**config.mk**
```make
export PLATFORM = sky130hd
export DESIGN_NAME = rv32i_sim_controller_flat
export DESIGN_NICKNAME = d
export VERILOG_FILES = /design/src/rtl/rv32i_sim_controller_if.sv /design/src/rtl/rv32i_sim_controller.sv /design/src/flat_wrapper.sv
export SDC_FILE = /design/constraint.sdc
export NUM_CORES = 1
export LEC_CHECK = 0
export ABC_AREA = 0
export CAP_MARGIN = 20
export CORE_ASPECT_RATIO = 0.5
export CORE_MARGIN = 5
export CORE_UTILIZATION = 42
export DETAILED_ROUTE_END_ITERATION = 16
export PLACE_DENSITY = 0.76
export SKIP_CTS_REPAIR_TIMING = 1
export SYNTH_ARGS = -nofsm -noshare
export SYNTH_HDL_FRONTEND = slang
export SYNTH_SLANG_ARGS = --single-unit
```
**constraint.sdc**
```tcl
create_clock -name clk -period 2.1 [get_ports clk]
set_input_delay 0.21 -clock clk [delete_from_list [all_inputs] [get_ports clk]]
set_output_delay 0.21 -clock clk [all_outputs]
set_load 0.02 [all_outputs]
```
**src/rtl/rv32i_sim_controller_if.sv**
```systemverilog
// Signal bundle between the simulation run-controller (slave) and the core/bench side (master).
interface rv32i_sim_controller_if #(
  parameter int WIDTH = 32,
  parameter int CNT_W = 32
);
  logic             retire_valid;
  logic             dmem_we;
  logic [WIDTH-1:0] dmem_addr;
  logic [WIDTH-1:0] dmem_wdata;
  logic             core_rst;
  logic             running;
  logic             done;
  logic             pass;
  logic             timeout;
  logic [WIDTH-1:0] fail_code;
  logic [CNT_W-1:0] cycle_count;
  logic [CNT_W-1:0] instret_count;

  modport master (
    output retire_valid, dmem_we, dmem_addr, dmem_wdata,
    input  core_rst, running, done, pass, timeout, fail_code, cycle_count, instret_count
  );

  modport slave (
    input  retire_valid, dmem_we, dmem_addr, dmem_wdata,
    output core_rst, running, done, pass, timeout, fail_code, cycle_count, instret_count
  );
endinterface

```
**src/rtl/rv32i_sim_controller.sv**
```systemverilog
// Run-controller for rv32i_core benches: holds the core in reset, counts cycles and retired
// instructions, and ends the run on a tohost store or when the cycle budget runs out.
module rv32i_sim_controller #(
  parameter int               WIDTH       = 32,
  parameter int               CNT_W       = 32,
  parameter int               RST_CYCLES  = 4,
  parameter int               MAX_CYCLES  = 1000,
  parameter logic [WIDTH-1:0] TOHOST_ADDR = WIDTH'(32'h0000_1000)
) (
  input  logic                 clk,
  input  logic                 rst,
  rv32i_sim_controller_if.slave sim_if
);

  localparam int HOLD_W = (RST_CYCLES > 1) ? $clog2(RST_CYCLES) : 1;
  localparam int WD_W   = $clog2(MAX_CYCLES + 1);
  localparam logic [CNT_W-1:0] CNT_MAX = '1;

  typedef enum logic [2:0] {
    S_HOLD,
    S_RUN,
    S_PASS,
    S_FAIL,
    S_TIMEOUT
  } state_e;

  state_e            state_q, state_d;
  logic [HOLD_W-1:0] hold_q, hold_d;
  logic [WD_W-1:0]   wd_q, wd_d;
  logic              core_rst_q, core_rst_d;
  logic              running_q, running_d;
  logic              done_q, done_d;
  logic              pass_q, pass_d;
  logic              timeout_q, timeout_d;
  logic [WIDTH-1:0]  fail_code_q, fail_code_d;
  logic [CNT_W-1:0]  cycle_q, cycle_d;
  logic [CNT_W-1:0]  instret_q, instret_d;

  logic hit, hit_pass, hit_fail;

  always_comb begin
    hit      = sim_if.dmem_we && (sim_if.dmem_addr == TOHOST_ADDR);
    hit_pass = hit && (sim_if.dmem_wdata == WIDTH'(1));
    hit_fail = hit && sim_if.dmem_wdata[0] && (sim_if.dmem_wdata != WIDTH'(1));
  end

  always_comb begin
    state_d     = state_q;
    hold_d      = hold_q;
    wd_d        = wd_q;
    core_rst_d  = core_rst_q;
    running_d   = running_q;
    done_d      = done_q;
    pass_d      = pass_q;
    timeout_d   = timeout_q;
    fail_code_d = fail_code_q;
    cycle_d     = cycle_q;
    instret_d   = instret_q;

    case (state_q)
      S_HOLD: begin
        core_rst_d = 1'b1;
        running_d  = 1'b0;
        if (hold_q == HOLD_W'(RST_CYCLES - 1)) begin
          state_d    = S_RUN;
          core_rst_d = 1'b0;
          running_d  = 1'b1;
        end else begin
          hold_d = hold_q + 1'b1;
        end
      end

      S_RUN: begin
        // wd_q never saturates, so the budget holds even when the visible counters do.
        wd_d    = wd_q + 1'b1;
        cycle_d = (cycle_q == CNT_MAX) ? cycle_q : cycle_q + 1'b1;
        if (sim_if.retire_valid && (instret_q != CNT_MAX)) begin
          instret_d = instret_q + 1'b1;
        end
        if (hit_pass) begin
          state_d    = S_PASS;
          done_d     = 1'b1;
          pass_d     = 1'b1;
          core_rst_d = 1'b1;
          running_d  = 1'b0;
        end else if (hit_fail) begin
          state_d     = S_FAIL;
          done_d      = 1'b1;
          fail_code_d = sim_if.dmem_wdata >> 1;
          core_rst_d  = 1'b1;
          running_d   = 1'b0;
        end else if (wd_q == WD_W'(MAX_CYCLES - 1)) begin
          state_d    = S_TIMEOUT;
          done_d     = 1'b1;
          timeout_d  = 1'b1;
          core_rst_d = 1'b1;
          running_d  = 1'b0;
        end
      end

      default: begin
      end
    endcase
  end

  always_ff @(posedge clk) begin
    if (rst) begin
      state_q     <= S_HOLD;
      hold_q      <= '0;
      wd_q        <= '0;
      core_rst_q  <= 1'b1;
      running_q   <= 1'b0;
      done_q      <= 1'b0;
      pass_q      <= 1'b0;
      timeout_q   <= 1'b0;
      fail_code_q <= '0;
      cycle_q     <= '0;
      instret_q   <= '0;
    end else begin
      state_q     <= state_d;
      hold_q      <= hold_d;
      wd_q        <= wd_d;
      core_rst_q  <= core_rst_d;
      running_q   <= running_d;
      done_q      <= done_d;
      pass_q      <= pass_d;
      timeout_q   <= timeout_d;
      fail_code_q <= fail_code_d;
      cycle_q     <= cycle_d;
      instret_q   <= instret_d;
    end
  end

  assign sim_if.core_rst      = core_rst_q;
  assign sim_if.running       = running_q;
  assign sim_if.done          = done_q;
  assign sim_if.pass          = pass_q;
  assign sim_if.timeout       = timeout_q;
  assign sim_if.fail_code     = fail_code_q;
  assign sim_if.cycle_count   = cycle_q;
  assign sim_if.instret_count = instret_q;

endmodule

```
**src/flat_wrapper.sv**
```systemverilog
// flat-port wrapper written by rule: the top's interface ports become plain ports
module rv32i_sim_controller_flat 
#(
  parameter int               WIDTH       = 32,
  parameter int               CNT_W       = 32,
  parameter int               RST_CYCLES  = 4,
  parameter int               MAX_CYCLES  = 1000,
  parameter logic [WIDTH-1:0] TOHOST_ADDR = WIDTH'(32'h0000_1000)
)
  (clk, rst, sim_if_retire_valid, sim_if_dmem_we, sim_if_dmem_addr, sim_if_dmem_wdata, sim_if_core_rst, sim_if_running, sim_if_done, sim_if_pass, sim_if_timeout, sim_if_fail_code, sim_if_cycle_count, sim_if_instret_count);
  rv32i_sim_controller_if #(.WIDTH(WIDTH), .CNT_W(CNT_W)) sim_if_i ();
  input  logic clk;
  input  logic rst;
  input wire logic [$bits(sim_if_i.retire_valid)-1:0] sim_if_retire_valid;
  input wire logic [$bits(sim_if_i.dmem_we)-1:0] sim_if_dmem_we;
  input wire logic [$bits(sim_if_i.dmem_addr)-1:0] sim_if_dmem_addr;
  input wire logic [$bits(sim_if_i.dmem_wdata)-1:0] sim_if_dmem_wdata;
  output wire logic [$bits(sim_if_i.core_rst)-1:0] sim_if_core_rst;
  output wire logic [$bits(sim_if_i.running)-1:0] sim_if_running;
  output wire logic [$bits(sim_if_i.done)-1:0] sim_if_done;
  output wire logic [$bits(sim_if_i.pass)-1:0] sim_if_pass;
  output wire logic [$bits(sim_if_i.timeout)-1:0] sim_if_timeout;
  output wire logic [$bits(sim_if_i.fail_code)-1:0] sim_if_fail_code;
  output wire logic [$bits(sim_if_i.cycle_count)-1:0] sim_if_cycle_count;
  output wire logic [$bits(sim_if_i.instret_count)-1:0] sim_if_instret_count;
  assign sim_if_i.retire_valid = sim_if_retire_valid;
  assign sim_if_i.dmem_we = sim_if_dmem_we;
  assign sim_if_i.dmem_addr = sim_if_dmem_addr;
  assign sim_if_i.dmem_wdata = sim_if_dmem_wdata;
  assign sim_if_core_rst = sim_if_i.core_rst;
  assign sim_if_running = sim_if_i.running;
  assign sim_if_done = sim_if_i.done;
  assign sim_if_pass = sim_if_i.pass;
  assign sim_if_timeout = sim_if_i.timeout;
  assign sim_if_fail_code = sim_if_i.fail_code;
  assign sim_if_cycle_count = sim_if_i.cycle_count;
  assign sim_if_instret_count = sim_if_i.instret_count;
  rv32i_sim_controller #(.WIDTH(WIDTH), .CNT_W(CNT_W), .RST_CYCLES(RST_CYCLES), .MAX_CYCLES(MAX_CYCLES), .TOHOST_ADDR(TOHOST_ADDR)) u_core (.clk(clk), .rst(rst), .sim_if(sim_if_i));
endmodule
```
==> reports/qor.csv <==
metric,value,unit
die width,169,µm
Antenna diodes,0,
largest net degree at the start of global routing,56,
die area,15100,µm²
worst min path class,in2reg,
first-pass GRT wire length,26100,µm
quantity of I/O buffers inserted on ports,167,
Starting Density,0.424,
initial antenna violation count,0,
final RePlAce weighted congestion,0.838,
element type at the critical path end,register,
# rows,29,
# DRC,0,
Period minus WS final,2.08,ns
max frequency,481,MHz
Critical Path Sink,u_core.sim_if.cycle_count[27],
Fin Hold WS,0.181,ns
number of synthesized flops with an enable pin,0,
"Max FO, Critical Path",5,
CP Class,reg2reg,
layout cells sized above 1,0.157,
Overflow after GRT,0,
DR vias/cell,5.52,
net count after synthesis,713,
"commonest non-fill, non-tap cell in the layout",clkdlybuf4s50_1,
top_reg_cell synth,dfxtp_1,
post-route ant nets,0,
Clock Skew,0.0114,ns
relative slew slack,0.668,
Layout Nets,925,
Synth area leaders,"dfxtp_1 43%, a21oi_1 7.0%, o21ai_0 6.1%",
top cell type by total area after synthesis,dfxtp_1,
post-DP HPWL,11600,µm
Worst EP arrival,2.41,ns
vias in the first global route,5322,
Slew @ Worst Pin,0.493,ns
Async SR Flop Fraction,0,
R2R setup slack,0.02,ns
CP Launch Type,register,
R2R cell count,5,
Final Core Density,0.662,
Max Cap Violations,0,
P_leak,2.79,nW
Peak VDD IR,0.548,mV
register bit total from synthesis,115,
yosys warns,0,
Post-Route WL,16200,µm
R2R Path Start,u_core.sim_if.cycle_count[19],
Clock Latency Late Sink,0.41,ns
"Reg clk slew, reported paths",0.06,ns
"Period Utilization, post-route",0.990,
worst flop-to-flop path endpoint,u_core.sim_if.cycle_count[27],
Root Driver,clkbuf_16,
CTS Buffer Depth,2,
Top-Level Pins,169,
H-tree Lvls,4,
Overall Global Routing Usage,0.209,
initial drt markers,312,
Wirelength per Cell,15.6,µm
Worst Setup SP,u_core.sim_if.cycle_count[19],
drt first pass iters,5,
Worst Path Required,2.43,ns
Synth top area share,0.433,
sequential-to-total area share from yosys stat,0.433,
synth-to-layout area growth,55.9,%
Via Count,5722,
TritonCTS clock tree,done,
distinct cell type count after synthesis,51,
"commonest non-fill, non-tap cells in the layout","166 x clkdlybuf4s50_1, 97 x dfxtp_1, 73 x a21oi_1",
max-slew violation count,0,
Post-Synthesis Cells,641,
CTS sink count,115,
Final setup violation count,0,
syn avg cell area,8.29,µm²
status,"finished, final reports clean",
Power Dens Cells,696,nW/µm²
Num CTS Buffers,17,
Core Box Area,12500,µm²
DIE HEIGHT,89.5,µm
Post-Syn Area,5310,µm²
Final Hold Viols,0,
[area by class of cell]
| class | instances | area (µm²) |
|---|---|---|
| Sequential cell | 115 | 2350 |
| Clock inverter | 14 | 191 |
| Timing Repair Buffer | 229 | 2160 |
| Inverter | 9 | 33.8 |
| Tap cell | 170 | 213 |
| Clock buffer | 18 | 450 |
| Fill cell | 1051 | 4240 |
| Multi-Input combinational cell | 481 | 2890 |
[flip-flops by register name, indices dropped and copies added, names as in the netlist, 2 cells and up]
signal and cells:
u_core.sim_if.cycle_count 32, u_core.sim_if.instret_count 32, u_core.sim_if.fail_code 31, u_core.wd_q 10
u_core.state_q 3, u_core.hold_q 2
[how the worst min path moves through the flow]
stage                    startpoint                         endpoint  slack [ns]  cells past startpoint
5_1_grt                         rst  u_core.sim_if.instret_count[16]        0.19                      2
6_report                        rst  u_core.sim_if.instret_count[14]        0.18                      2
4_1_cts                         rst  u_core.sim_if.instret_count[14]        0.17                      2
3_5_place_dp     u_core.sim_if.done               u_core.sim_if.done        0.44                      2
2_1_floorplan  sim_if_dmem_wdata[1]       u_core.sim_if.fail_code[0]        0.36                      2
3_3_place_gp     u_core.sim_if.done               u_core.sim_if.done        0.43                      2
[synthesized netlist by cell type (3+ instances only)]
cell type and n:
and4_1 10, a31o_2 3, or4_1 7, ha_1 4, nor3_1 8, and2_1 5, clkbuf_1 34, mux2i_1 3
dfxtp_1 115, nor4_1 21, nand4_1 29, and3_1 10, nor2_1 47, or3_1 31, xor2_1 11, nand3_1 47
mux2_2 4, o21ba_2 3, o21ai_0 65, o31ai_1 7, nand2_1 32, inv_1 9, nor2b_1 5, nor4b_1 5
a21oi_1 74, a211oi_1 5, xnor2_1 19
[through the flow]
step / TNS (ns) / cells / power [W] / cell area, µm² / worst slack [ns]
floorplan: 0 / 641 / 0.00248 / 5370 / 0.00713
global placement: -1.93 / 997 / 0.00271 / 7550 / -0.165
detailed placement: -3.05 / 997 / 0.00272 / 7550 / -0.180
CTS: 0 / 1029 / 0.00581 / 8190 / 0.0423
global route: -0.0493 / 1036 / 0.00598 / 8280 / -0.0434
finish: 0 / 1036 / 0.00576 / 8280 / 0.0211
[metal layers]
metal	up-vias	share of wire	track usage
met4	0	0.0087	0.0570
li1	2818	-	-
met5	-	0	0
met2	142	0.51	0.373
met1	2748	0.44	0.261
met3	14	0.045	0.0424
[worst max-delay path: stages, from the launching register on]
cell,delay [ns]
dfxtp_2,0.36
nand4_1,0.17
or4_4,0.54
a2111o_1,0.44
or3_1,0.36
a21oi_2,0.14
[power breakdown]
| group | leakage, nW | switching (W) | internal, W |
|---|---|---|---|
| logic | 1.54 | 0.000196 | 0.000240 |
| clock network | 0.315 | 0.00112 | 0.00198 |
| registers | 0.939 | 0.0000291 | 0.00221 |
[cell families (layout without fill, tap and decap cells)]
family,count (synthesis),in the layout,share of synthesized area
compound gates,170,170,0.179
xor+xnor,30,30,0.0495
fa+ha+maj,4,4,0.00942
buf+inv,45,270,0.0327
flops,115,115,0.433
mux,7,7,0.0141
other cells,1,1,0.000706
simple gates,269,269,0.282
(Power assumes the default switching activity.)
